**config.mk**
```make
export PLATFORM = sky130hd
export DESIGN_NAME = spi_read_master_flat
export DESIGN_NICKNAME = d
export VERILOG_FILES = /design/src/rtl/spi_read_master_if.sv /design/src/rtl/spi_read_master.sv /design/src/flat_wrapper.sv
export SDC_FILE = /design/constraint.sdc
export NUM_CORES = 1
export LEC_CHECK = 0
export ABC_AREA = 1
export BUFFER_PORTS_ARGS = -buffer_cell sky130_fd_sc_hd__buf_4
export CORE_ASPECT_RATIO = 0.75
export CORE_MARGIN = 2
export CORE_UTILIZATION = 45
export DETAILED_ROUTE_END_ITERATION = 10
export HOLD_SLACK_MARGIN = 0.08
export PLACE_DENSITY = 0.73
export SETUP_SLACK_MARGIN = 0.02
export SKIP_LAST_GASP = 1
export SLEW_MARGIN = 25
export SYNTH_ARGS = -nofsm -noshare
export SYNTH_HDL_FRONTEND = slang
export SYNTH_SLANG_ARGS = --single-unit
```
**constraint.sdc**
```tcl
create_clock -name clk -period 1.67 [get_ports clk]
set_input_delay 0.334 -clock clk [delete_from_list [all_inputs] [get_ports clk]]
set_output_delay 0.334 -clock clk [all_outputs]
set_load 0.005 [all_outputs]
```
**src/rtl/spi_read_master_if.sv**
```systemverilog
// spi_read_master_if: request/response handshake between fetch logic and the SPI read master
interface spi_read_master_if;
    logic        req_valid;
    logic        req_ready;
    logic [15:0] req_addr;
    logic        rsp_valid;
    logic        rsp_ready;
    logic [7:0]  rsp_data;
    modport master (output req_valid, req_addr, rsp_ready, input req_ready, rsp_valid, rsp_data);
    modport slave  (input req_valid, req_addr, rsp_ready, output req_ready, rsp_valid, rsp_data);
endinterface

```
**src/rtl/spi_read_master.sv**
```systemverilog
// spi_read_master: SPI mode-0 master fetching one byte per request via READ + 16-bit address
module spi_read_master #(
    parameter int         DIV = 2,
    parameter logic [7:0] CMD = 8'h03
) (
    input  logic               clk,
    input  logic               rst_n,
    spi_read_master_if.slave   bus,
    output logic               busy,
    output logic               spi_cs_n,
    output logic               spi_sck,
    output logic               spi_mosi,
    input  logic               spi_miso
);
    localparam int            DW   = (DIV > 1) ? $clog2(DIV) : 1;
    localparam logic [DW-1:0] DMAX = DW'(DIV - 1);
    typedef enum logic [2:0] {IDLE, SETUP, SHIFT, HOLD, RESP} state_t;
    state_t        state_q, state_d;
    logic [DW-1:0] div_q, div_d;
    logic [4:0]    cnt_q, cnt_d;
    logic [31:0]   sh_q, sh_d;
    logic [7:0]    rx_q, rx_d, rsp_data_q, rsp_data_d;
    logic          cs_n_q, cs_n_d, sck_q, sck_d, mosi_q, mosi_d, rsp_valid_q, rsp_valid_d;
    logic          tick;
    assign tick = div_q == DMAX;
    always_comb begin
        state_d     = state_q;
        div_d       = (state_q inside {SETUP, SHIFT, HOLD}) && !tick ? div_q + 1'b1 : '0;
        cnt_d       = cnt_q;
        sh_d        = sh_q;
        rx_d        = rx_q;
        rsp_data_d  = rsp_data_q;
        cs_n_d      = cs_n_q;
        sck_d       = sck_q;
        mosi_d      = mosi_q;
        rsp_valid_d = rsp_valid_q;
        case (state_q)
            IDLE: if (bus.req_valid) begin
                state_d = SETUP;
                cs_n_d  = 1'b0;
                sh_d    = {CMD, bus.req_addr, 8'h00};
                mosi_d  = CMD[7];
                cnt_d   = 5'd31;
            end
            SETUP: if (tick) begin
                state_d = SHIFT;
                sck_d   = 1'b1;
            end
            SHIFT: if (tick && !sck_q) begin
                sck_d = 1'b1;
                // cnt_q tracks the frame bit on MOSI; the last 8 rises carry the data byte
                if (cnt_q < 5'd8) rx_d = {rx_q[6:0], spi_miso};
            end else if (tick) begin
                sck_d = 1'b0;
                if (cnt_q == 5'd0) begin
                    mosi_d  = 1'b0;
                    state_d = HOLD;
                end else begin
                    cnt_d  = cnt_q - 5'd1;
                    sh_d   = sh_q << 1;
                    mosi_d = sh_q[30];
                end
            end
            HOLD: if (tick) begin
                state_d     = RESP;
                cs_n_d      = 1'b1;
                rsp_valid_d = 1'b1;
                rsp_data_d  = rx_q;
            end
            RESP: if (bus.rsp_ready) begin
                state_d     = IDLE;
                rsp_valid_d = 1'b0;
            end
            default: state_d = IDLE;
        endcase
    end
    always_ff @(posedge clk) begin
        if (!rst_n) begin
            state_q     <= IDLE;
            div_q       <= '0;
            cnt_q       <= '0;
            sh_q        <= '0;
            rx_q        <= '0;
            rsp_data_q  <= '0;
            cs_n_q      <= 1'b1;
            sck_q       <= 1'b0;
            mosi_q      <= 1'b0;
            rsp_valid_q <= 1'b0;
        end else begin
            state_q     <= state_d;
            div_q       <= div_d;
            cnt_q       <= cnt_d;
            sh_q        <= sh_d;
            rx_q        <= rx_d;
            rsp_data_q  <= rsp_data_d;
            cs_n_q      <= cs_n_d;
            sck_q       <= sck_d;
            mosi_q      <= mosi_d;
            rsp_valid_q <= rsp_valid_d;
        end
    end
    assign bus.req_ready = rst_n && state_q == IDLE;
    assign busy          = rst_n && state_q != IDLE;
    assign bus.rsp_valid = rsp_valid_q;
    assign bus.rsp_data  = rsp_data_q;
    assign spi_cs_n      = cs_n_q;
    assign spi_sck       = sck_q;
    assign spi_mosi      = mosi_q;
endmodule

```
**src/flat_wrapper.sv**
```systemverilog
// flat-port wrapper written by rule: the top's interface ports become plain ports
module spi_read_master_flat 
#(
    parameter int         DIV = 2,
    parameter logic [7:0] CMD = 8'h03
)
  (clk, rst_n, busy, spi_cs_n, spi_sck, spi_mosi, spi_miso, bus_req_valid, bus_req_addr, bus_rsp_ready, bus_req_ready, bus_rsp_valid, bus_rsp_data);
  spi_read_master_if bus_i ();
  input  logic clk;
  input  logic rst_n;
  output logic busy;
  output logic spi_cs_n;
  output logic spi_sck;
  output logic spi_mosi;
  input  logic spi_miso;
  input wire logic [$bits(bus_i.req_valid)-1:0] bus_req_valid;
  input wire logic [$bits(bus_i.req_addr)-1:0] bus_req_addr;
  input wire logic [$bits(bus_i.rsp_ready)-1:0] bus_rsp_ready;
  output wire logic [$bits(bus_i.req_ready)-1:0] bus_req_ready;
  output wire logic [$bits(bus_i.rsp_valid)-1:0] bus_rsp_valid;
  output wire logic [$bits(bus_i.rsp_data)-1:0] bus_rsp_data;
  assign bus_i.req_valid = bus_req_valid;
  assign bus_i.req_addr = bus_req_addr;
  assign bus_i.rsp_ready = bus_rsp_ready;
  assign bus_req_ready = bus_i.req_ready;
  assign bus_rsp_valid = bus_i.rsp_valid;
  assign bus_rsp_data = bus_i.rsp_data;
  spi_read_master #(.DIV(DIV), .CMD(CMD)) u_core (.clk(clk), .rst_n(rst_n), .bus(bus_i), .busy(busy), .spi_cs_n(spi_cs_n), .spi_sck(spi_sck), .spi_mosi(spi_mosi), .spi_miso(spi_miso));
endmodule
```
==> summary.txt, run 1 <==
Status
  – Status: finished clean

STA
  – RSZ-0062 raised after global routing: yes
  – Setup violators final: 0
  – Worst Slack Setup Final: roughly 0.14 ns
  – Hold slack final: about 0.25 ns
  – Highest clock rate: about 650 MHz
  – Total Neg Setup Slack: 0 ns
  – Slew @ Worst Pin: approximately 0.4 ns
  – Final worst clock skew: 0.0144 ns
  – Fin crit share: roughly nine tenths
  – Rel. slew slack: 72.5%
  – Final Hold Viols: 0
  – Fin crit period: between 1.5 and 2 ns
  – Max Slew Vio Count: 0

Power and ir drop
  – VDD IR max: 400 uV
  – Power per standard cell area: between 1500 and 2000 mW/mm2
  – Final Power: 4.26 mW
  – Leak: 1.28 nW

Routing
  – Final WL: between 5 and 6 mm
  – Routed Antenna Nets: 0
  – DR WL/cell: 11.6 um
  – Vias/cell: 4.97
  – DR vias: 2,153
  – Drt drc: 0
  – 1st-iter DRT viols: 127
  – Detailed Routing Iterations Pass 1: 4

Synthesis
  – Synth warn: 0
  – Commonest cells post-synth: 83 x nand2_1, 71 x nor2_1, 52 x dfxtp_1, 27 x nand3_1, 19 x a21oi_1
  – Syn_area_per_cell: 7.04 um2
  – Post-synthesis net count: around 350
  – Cell with the most instances after synthesis: nand2_1
  – Synthesized flop and latch total: 52
  – Dominant synthesized flop cell: dfxtp_1
  – Cells after Synth: 330
  – Synthesized area: 0.00232 mm2
  – Register area share after synthesis: 44.8%
  – EDFF count, synth: 0
  – FFs w/ async S/R, synth: 0%
  – Netlist cell types: 25
  – Yosys top cell by area: dfxtp_1
  – Area share of the largest cell type after synthesis: 44.8%
  – Largest cells by area after synthesis: dfxtp_1 45%, nand2_1 13%, nor2_1 11%

Global routing
  – Largest net degree at the start of global routing: 26
  – Total grt overflow: 0
  – Vias in the first global route: 1,932
  – First-pass GRT wire length: 8.44 mm
  – Initial antenna violation count: 0
  – GRT Overall Usage: 18.5%

CTS
  – Num CTS Buffers: 5
  – CTS tree: yes
  – Clock buffer depth: 2
  – CTS Hold Buffers Added: 0
  – Clk pin slew, worst setup/hold paths: ~0.11 ns
  – CTS sink cnt: 52
  – H-tree depth: 2
  – Worst-skew pair later-pin latency: 0.32 ns
  – Root buffer cell: clkbuf_8

Worst setup path
  – CP max stage delay: 0.35 ns
  – Crit path arrival time: 1.74 ns
  – CP dominant cell by count: nand2_8
  – Kind of end point of the critical path: flop
  – Crit path max-delay cell type: dfxtp_1
  – Setup CP Type: reg2reg
  – Crit path from: u_core.cnt_q[0]
  – Worst-path fanout max: 10
  – Req. time, crit path: around 1.9 ns
  – Critical Path Start Type: flop
  – Launch point of the worst reg-to-reg path: u_core.cnt_q[0]
  – Critical-path cell list: inv_2, ha_2, inv_1, nor2_2, nand2_2, nand2_4, nand2_8, nand2_8, buf_4, o21ai_1, nor2_1

Flow run
  – Max-cap violations: 0

Layout
  – Share of cells above drive strength 1: 21.4%
  – Area growth from synthesis to layout: 20.6%
  – Filler Cell Count: 471
  – Final non-filler cell total: 433
  – Nets: 394
  – Final core utilization: 56.9%
  – Reg area: 0.00104 mm2
  – Multi-input logic area: ~0.0012 mm2
  – Post-route cell area: 0.00280 mm2
  – ANT cells: 0

Hold path
  – Hold Crit Class: in2reg
  – Min-delay src: spi_miso

Placement
  – RD Place Congestion: roughly 0.86
  – Placed Area: 0.00264 mm2
  – Setup slack at placement: roughly 0.060 ns
  – Placed cells: 421
  – Detailed-placement wirelength estimate: 3.39 mm
  – Count of buffers from port buffering: 34

Floorplanning
  – Die H: ~66 um
  – Core area: 0.00493 mm2
  – Die width: 87.0 um
  – I/O pins: 35
  – Core Rows: 22
  – Starting density of the core: 47.2%
  – Die area: 0.00576 mm2
[placed cells by master (no fill, tap or decap), drive strengths merged, types with 2 or more instances in the layout]
| master | Yosys | final |
|---|---|---|
| inv | 17 | 18 |
| nor3 | 2 | 2 |
| nor2 | 76 | 76 |
| dfxtp | 52 | 52 |
| o21ai | 29 | 29 |
| nand3 | 27 | 27 |
| a21oi | 19 | 19 |
| nand2 | 89 | 90 |
| buf | 7 | 47 |
| clkbuf | 6 | 5 |
| nand4 | 2 | 2 |
| nor3b | 2 | 2 |
[flip-flops by register name (all words and copies together) (netlist names)]
signal                flops
u_core.bus.rsp_data       8
u_core.bus.rsp_valid      1
u_core.cnt_q              5
u_core.div_q              1
u_core.rx_q               8
u_core.sh_q              23
u_core.spi_cs_n           1
u_core.spi_mosi           1
u_core.spi_sck            1
u_core.state_q            3
[worst max-delay path: cells and delay by family, from the launching register on]
family | cells | cell delay, ns
fa+ha+maj | 1 | 0.18
flops | 1 | 0.35
compound gates | 1 | 0.14
simple gates | 6 | 0.47
buf+inv | 3 | 0.29
[cells by family (layout without fill, tap and decap cells)]
family / count (synthesis) / after routing / synth area share (%)
AND/OR/NAND/NOR: 198 / 199 / 37.3
flip-flops: 52 / 52 / 44.8
AO/OA/AOI/OAI: 48 / 48 / 10.3
buffers and inverters: 30 / 72 / 6.62
adder cells (fa/ha/maj): 1 / 1 / 0.538
XOR/XNOR: 1 / 1 / 0.377
[report_power, final]
group	switching [mW]	internal, mW	total (mW)
clock	0.457	0.308	0.765
sequential	0.181	1.54	1.72
combinational	1.08	0.689	1.77
total	1.72	2.54	4.26
[area by class of cell]
| cell class | count | share of cell area [%] |
|---|---|---|
| clock inverters | 3 | 0.982 |
| flip-flops and latches | 52 | 37.3 |
| repair buffers | 47 | 13.0 |
| multi-input cells | 249 | 41.1 |
| inverters | 17 | 2.46 |
| clock buffers | 5 | 2.46 |
| well taps | 60 | 2.68 |
[layer usage]
layer	global-route usage [%]	up-vias	share of wire (%)
met1	25.4	970	50
met4	7.81	0	1.7
li1	-	1138	-
met2	27.8	37	44
met5	0	-	0
met3	4.12	8	3.9
[worst paths after layout]
path / to / cells past startpoint / slack (ns)
hold / removal: u_core.rx_q[0] / 3 / 0.25
setup reg to reg: u_core.sh_q[19] / 11 / 0.14
setup / recovery: u_core.sh_q[19] / 11 / 0.14
hold reg to reg: u_core.cnt_q[4] / 2 / 0.45
[what timing repair did]
action / in CTS / in global routing
buffers inserted: 0 / 3
setup endpoints to repair: 0 / 30
resized for setup: 0 / 9
No activity file was read; power rests on OpenSTA's default activity.
==> inputs of run 2 (changes only) <==
clock period = 1.6 ns   (was 1.67 ns; I/O delays follow)
==> run 2 against run 1 <==
Effect of this change: critical path type is now reg2out; clock skew shrank 0.0073 ns; largest cell class unchanged; sequential share of layout area is 0.35 points higher; critical path depth is 7 lower; die area unchanged.
==> summary.txt, run 2 (synthesis gave the netlist of run 1 again) <==
Status
  – Status: finished clean

Worst setup path
  – Critical Path Start Type: flop
  – Crit path buf inv count: 1 (-2)
  – Top Family by Delay on Critical Path: flip-flops
  – Worst-path fanout max: 6 (-4)
  – Crit path max-delay cell type: dfxtp_2
  – CP Depth: 4 (-7)
  – Kind of end point of the critical path: primary output
  – Setup CP Type: reg2out
  – Crit path arrival time: 1.16 ns (-0.58 ns)
  – Critical-path cell list: nor2_4, nand2_1, nor2_1, buf_4
  – Reg2reg path depth: 10 (-1)
  – CP max stage delay: 0.38 ns (+0.03 ns)
  – Req. time, crit path: 1.28 ns (-0.60 ns)

Routing
  – Routed Antenna Nets: 0 (unchanged)
  – Final WL: 4.96 mm (-1.4%)
  – 1st-iter DRT viols: 159 (+25%)
  – Detailed Routing Iterations Pass 1: 4 (unchanged)
  – Vias/cell: 4.94 (-0.75%)
  – Drt drc: 0 (unchanged)
  – DR vias: 2,127 (-1.2%)
  – DR WL/cell: 11.5 um (-0.89%)

Flow run
  – Max-cap violations: 0 (unchanged)

Global routing
  – Initial antenna violation count: 0 (unchanged)
  – First-pass GRT wire length: 8.67 mm (+2.8%)
  – Largest net degree at the start of global routing: 22 (-15%)
  – Vias in the first global route: 2,005 (+3.8%)
  – Total grt overflow: 0 (unchanged)
  – GRT Overall Usage: 18.9% (+0.44 points)

STA
  – Highest clock rate: a little under 700 MHz
  – Rel. slew slack: 71.9% (-0.56 points)
  – Final Hold Viols: 0 (unchanged)
  – RSZ-0062 raised after global routing: yes
  – Fin crit share: 92.3%
  – Max Slew Vio Count: 0 (unchanged)
  – Setup violators final: 0 (unchanged)
  – Fin crit period: about 1.5 ns
  – Slew @ Worst Pin: 0.420 ns (+0.00836 ns)
  – Hold slack final: 0.222 ns (-0.0239 ns)
  – Final worst clock skew: 0.00712 ns (-0.00733 ns)

CTS
  – Clk pin slew, worst setup/hold paths: 0.10 ns (about the same)
  – H-tree depth: 2 (unchanged)
  – Root buffer cell: clkbuf_8
  – CTS sink cnt: 52 (unchanged)
  – Worst-skew pair later-pin latency: 0.31 ns (about the same)
  – CTS Hold Buffers Added: 0 (unchanged)
  – CTS tree: yes
  – Clock buffer depth: 2 (unchanged)
  – Num CTS Buffers: 5 (unchanged)

Layout
  – Multi-input logic area: 0.00116 mm2 (+0.76%)
  – Share of cells above drive strength 1: 20.8% (-0.69 points)
  – ANT cells: 0 (unchanged)
  – Final core utilization: 56.3% (-0.53 points)
  – Nets: 392 (-0.51%)
  – Commonest non-fill, non-tap cell in the layout: nand2_1
  – Most frequent cells in the layout: 82 x nand2_1, 70 x nor2_1, 49 x dfxtp_1
  – Filler Cell Count: 470 (-0.21%)
  – Largest register by flop count: u_core.sh_q
  – Number of flip-flops under the largest register name: 23 (unchanged)
  – Area growth from synthesis to layout: 19.5%
  – Reg area: 0.00104 mm2 (unchanged)

Floorplanning
  – I/O pins: 35 (unchanged)
  – Starting density of the core: 47.2% (unchanged)
  – Die area: 0.00576 mm2 (unchanged)
  – Die H: 66.2 um (unchanged)
  – Core area: 0.00493 mm2 (unchanged)
  – Die width: 87.0 um (unchanged)
  – Core Rows: 22 (unchanged)

Hold path
  – Hold depth: 3 (unchanged)
  – Hold Crit Class: in2reg

Placement
  – Detailed-placement wirelength estimate: 3.39 mm (-0.11%)
  – Count of buffers from port buffering: 34 (unchanged)
  – RD Place Congestion: 0.801 (-6.8%)

Power and ir drop
  – Power per standard cell area: 1570 mW/mm2 (+3.7%)
  – VDD IR max: 507 uV (+27%)
  – Leak: 1.26 nW (-0.97%)
  – Final Power: 4.37 mW (+2.7%)
run 2: cell types whose count changed in the layout (fill, tap and decap cells not counted), sizes merged:
cell and change:
buf -3, nand2 +1
run 2: area by class of cell:
cell class / count / area share [%]
clock buffer: 5 / 2.48
clock inverter: 3 / 0.991
inverter: 17 / 2.48
multi-input combinational: 250 / 41.8
sequential: 52 / 37.6
tap: 60 / 2.70
timing repair buffer: 44 / 11.9
run 2: through the flow:
| stage | cells | setup WS, ns | cell area, um2 | TNS (ns) |
|---|---|---|---|---|
| 2_1_floorplan | 330 | 0.0991 | 2320 | 0 |
| 3_3_place_gp | 421 | 0.0922 | 2640 | 0 |
| 3_5_place_dp | 421 | -0.00708 | 2640 | -0.00791 |
| 4_1_cts | 430 | 0.0217 | 2750 | 0 |
| 5_1_grt | 431 | 0.00864 | 2780 | 0 |
| 6_report | 431 | 0.123 | 2780 | 0 |
run 2: what timing repair did:
item	4_1_cts	5_1_grt
endpoints found under the hold margin	0	0
cloned	1	1
setup endpoints to repair	18	34
pin swaps	0	1
gates resized for setup	0	8
setup buffers	0	0
run 2: final timing paths:
| check | startpoint | to | slack, ns |
|---|---|---|---|
| worst max-delay path | u_core.state_q[2] | bus_req_ready | 0.12 |
| worst min-delay path | spi_miso | u_core.rx_q[0] | 0.22 |
| worst max register to register | u_core.cnt_q[0] | u_core.sh_q[24] | 0.12 |
| worst min register to register | u_core.cnt_q[4] | u_core.cnt_q[4] | 0.45 |
run 2: power by group:
part	internal [mW]	switching, mW
logic	0.658	1.13
registers	1.61	0.189
clock network	0.322	0.464
run 2: worst min-delay path, stage by stage:
cell and delay [ns]:
buf_4 0.08, nor2_1 0.03, nor2_1 0.08
run 2: metal layers:
layer	GRT usage [%]	routed length [um]	up-vias
li1	-	-	1137
met1	26.0	2590	937
met2	29.6	2100	48
met3	3.75	212	5
met4	6.45	63	0
met5	0	0	-
==> inputs of run 3 (changes only) <==
clock period = 1.9 ns   (was 1.6 ns; I/O delays follow)
==> run 3 against run 2 <==
Effect of this change: register-to-register slack better by 0.12 ns; global-route usage down 1.1 points; clock power fell by 18%; final area shrank 2.4%.
==> summary.txt, run 3 (synthesis gave the netlist of run 1 again) <==
Status
  – Status: finished clean

CTS
  – CTS tree: yes
  – Clock buffer depth: 2 (unchanged)
  – Post-CTS Setup Repair Bufs: 0 (unchanged)
  – Root buffer cell: clkbuf_8
  – Num CTS Buffers: 5 (unchanged)
  – Post-CTS Resized: 0 (unchanged)
  – H-tree depth: 2 (unchanged)
  – CTS sink cnt: 52 (unchanged)
  – Worst-skew pair later-pin latency: 0.31 ns (about the same)
  – CTS Hold Buffers Added: 0 (unchanged)
  – Clk pin slew, worst setup/hold paths: 0.10 ns (about the same)

Routing
  – DR vias: 2,132 (+0.24%)
  – Detailed Routing Iterations Pass 1: 4 (unchanged)
  – Vias/cell: 5.02 (+1.7%)
  – Drt drc: 0 (unchanged)
  – 1st-iter DRT viols: 138 (-13%)
  – Final WL: 4.61 mm (-7.0%)
  – Routed Antenna Nets: 0 (unchanged)
  – DR WL/cell: 10.9 um (-5.7%)

Worst setup path
  – Reg-to-reg endpoint: u_core.sh_q[22]
  – Crit path capture: u_core.sh_q[22]
  – Launch point of the worst reg-to-reg path: u_core.cnt_q[0]
  – Critical Path Start Type: flop
  – Crit path arrival time: 1.86 ns (+0.70 ns)
  – Reg2reg path depth: 11 (+1)
  – CP dominant cell by count: nor2_1
  – Crit path buf inv count: 3 (+2)
  – R2R setup slack: 0.24 ns (+0.12 ns)
  – Crit path from: u_core.cnt_q[0]
  – Critical-path cell list: inv_1, ha_1, inv_1, nor2_1, nand2_1, nand2_4, nand2_8, nand2_8, inv_6, nor2_1, nor2_1
  – Req. time, crit path: 2.10 ns (+0.82 ns)
  – CP max stage delay: 0.31 ns (-0.07 ns)
  – Worst-path fanout max: 25 (+19)
  – Setup CP Type: reg2reg
  – CP Depth: 11 (+7)
  – Crit path max-delay cell type: dfxtp_1
  – Kind of end point of the critical path: flop
  – Top Family by Delay on Critical Path: simple AND/OR/NAND/NOR gates

STA
  – Fin crit period: 1.66 ns
  – Max Slew Vio Count: 0 (unchanged)
  – RSZ-0062 raised after global routing: no
  – Worst Slack Setup Final: 0.240 ns (+0.118 ns)
  – Final worst clock skew: 0.0120 ns (+0.00488 ns)
  – Slew @ Worst Pin: 0.428 ns (+0.00808 ns)
  – Total Neg Setup Slack: 0 ns (unchanged)
  – Hold slack final: 0.292 ns (+0.0699 ns)
  – Fin crit share: 87.4%
  – Final Hold Viols: 0 (unchanged)
  – Rel. slew slack: 71.4% (-0.54 points)
  – Setup violators final: 0 (unchanged)
  – Highest clock rate: 602 MHz

Floorplanning
  – Die width: 87.0 um (unchanged)
  – Core Rows: 22 (unchanged)
  – Die H: 66.2 um (unchanged)
  – Die area: 0.00576 mm2 (unchanged)
  – Core area: 0.00493 mm2 (unchanged)
  – Starting density of the core: 47.2% (unchanged)
  – I/O pins: 35 (unchanged)

Layout
  – ANT cells: 0 (unchanged)
  – Final non-filler cell total: 425 (-1.4%)
  – Nets: 386 (-1.5%)
  – Share of cells above drive strength 1: 17.5% (-3.2 points)
  – Most frequent cells in the layout: 83 x nand2_1, 71 x nor2_1, 52 x dfxtp_1
  – Largest register by flop count: u_core.sh_q
  – Commonest non-fill, non-tap cell in the layout: nand2_1
  – Number of flip-flops under the largest register name: 23 (unchanged)
  – Final core utilization: 55.0% (-1.4 points)
  – Area growth from synthesis to layout: 16.6%

Placement
  – RD Place Congestion: 0.872 (+8.8%)
  – Detailed-placement wirelength estimate: 3.31 mm (-2.3%)
  – Count of buffers from port buffering: 34 (unchanged)
  – Setup slack at placement: 0.252 ns (+0.259 ns)
  – Placed cells: 417 (-0.95%)

Power and ir drop
  – Power per standard cell area: 1300 mW/mm2 (-18%)
  – Leak: 1.23 nW (-2.4%)
  – VDD IR max: 392 uV (-23%)

Global routing
  – First-pass GRT wire length: 8.18 mm (-5.6%)
  – Vias in the first global route: 1,875 (-6.5%)
  – Total grt overflow: 0 (unchanged)
  – Largest net degree at the start of global routing: 34 (+55%)
  – Initial antenna violation count: 0 (unchanged)
  – GRT Overall Usage: 17.8% (-1.1 points)

Flow run
  – Max-cap violations: 0 (unchanged)

Hold path
  – Hold Crit Class: in2reg
## run 3: worst min-delay path by stage
stage | startpoint | to | cells past startpoint
floorplan | u_core.cnt_q[4] | u_core.cnt_q[4] | 2
global placement | u_core.cnt_q[4] | u_core.cnt_q[4] | 2
detailed placement | u_core.cnt_q[4] | u_core.cnt_q[4] | 2
CTS | spi_miso | u_core.rx_q[0] | 3
global route | spi_miso | u_core.rx_q[0] | 3
finish | spi_miso | u_core.rx_q[0] | 3
## run 3: through the flow
step | instance area (um2) | power (mW)
finish | 2710 | 3.51
global route | 2710 | 3.82
CTS | 2710 | 3.54
detailed placement | 2610 | 2.89
global placement | 2610 | 2.86
floorplan | 2320 | 2.64
## run 3: worst reg2reg max path: stages, from the launching register on
cell     delay [ns]
dfxtp_1        0.31
inv_1          0.09
ha_1           0.18
inv_1          0.04
nor2_1         0.15
nand2_1        0.14
nand2_4        0.13
nand2_8        0.09
nand2_8        0.16
inv_6          0.11
nor2_1         0.11
nor2_1         0.05
## run 3: per-layer routing
metal / GRT usage [%] / vias up / part of all wire (%)
met5: 0 / - / 0
met4: 6.64 / 0 / 1.3
met3: 4.00 / 5 / 4.0
met2: 26.5 / 30 / 43
met1: 24.9 / 976 / 52
li1: - / 1121 / -
## run 3: area by class of cell
| class | instances | area, um2 |
|---|---|---|
| inverters | 17 | 68.8 |
| clock buffers | 5 | 68.8 |
| fillers | 479 | 2220 |
| multi-input cells | 248 | 1130 |
| clock inverters | 3 | 26.3 |
| flip-flops and latches | 52 | 1040 |
| repair buffers | 40 | 300 |
| well taps | 60 | 75.1 |
## run 3: power by group
group          total, mW  switching (mW)  leakage (nW)  internal [mW]
sequential          1.50           0.155         0.425           1.35
clock              0.643           0.374        0.0487          0.269
combinational       1.36           0.877         0.760          0.487
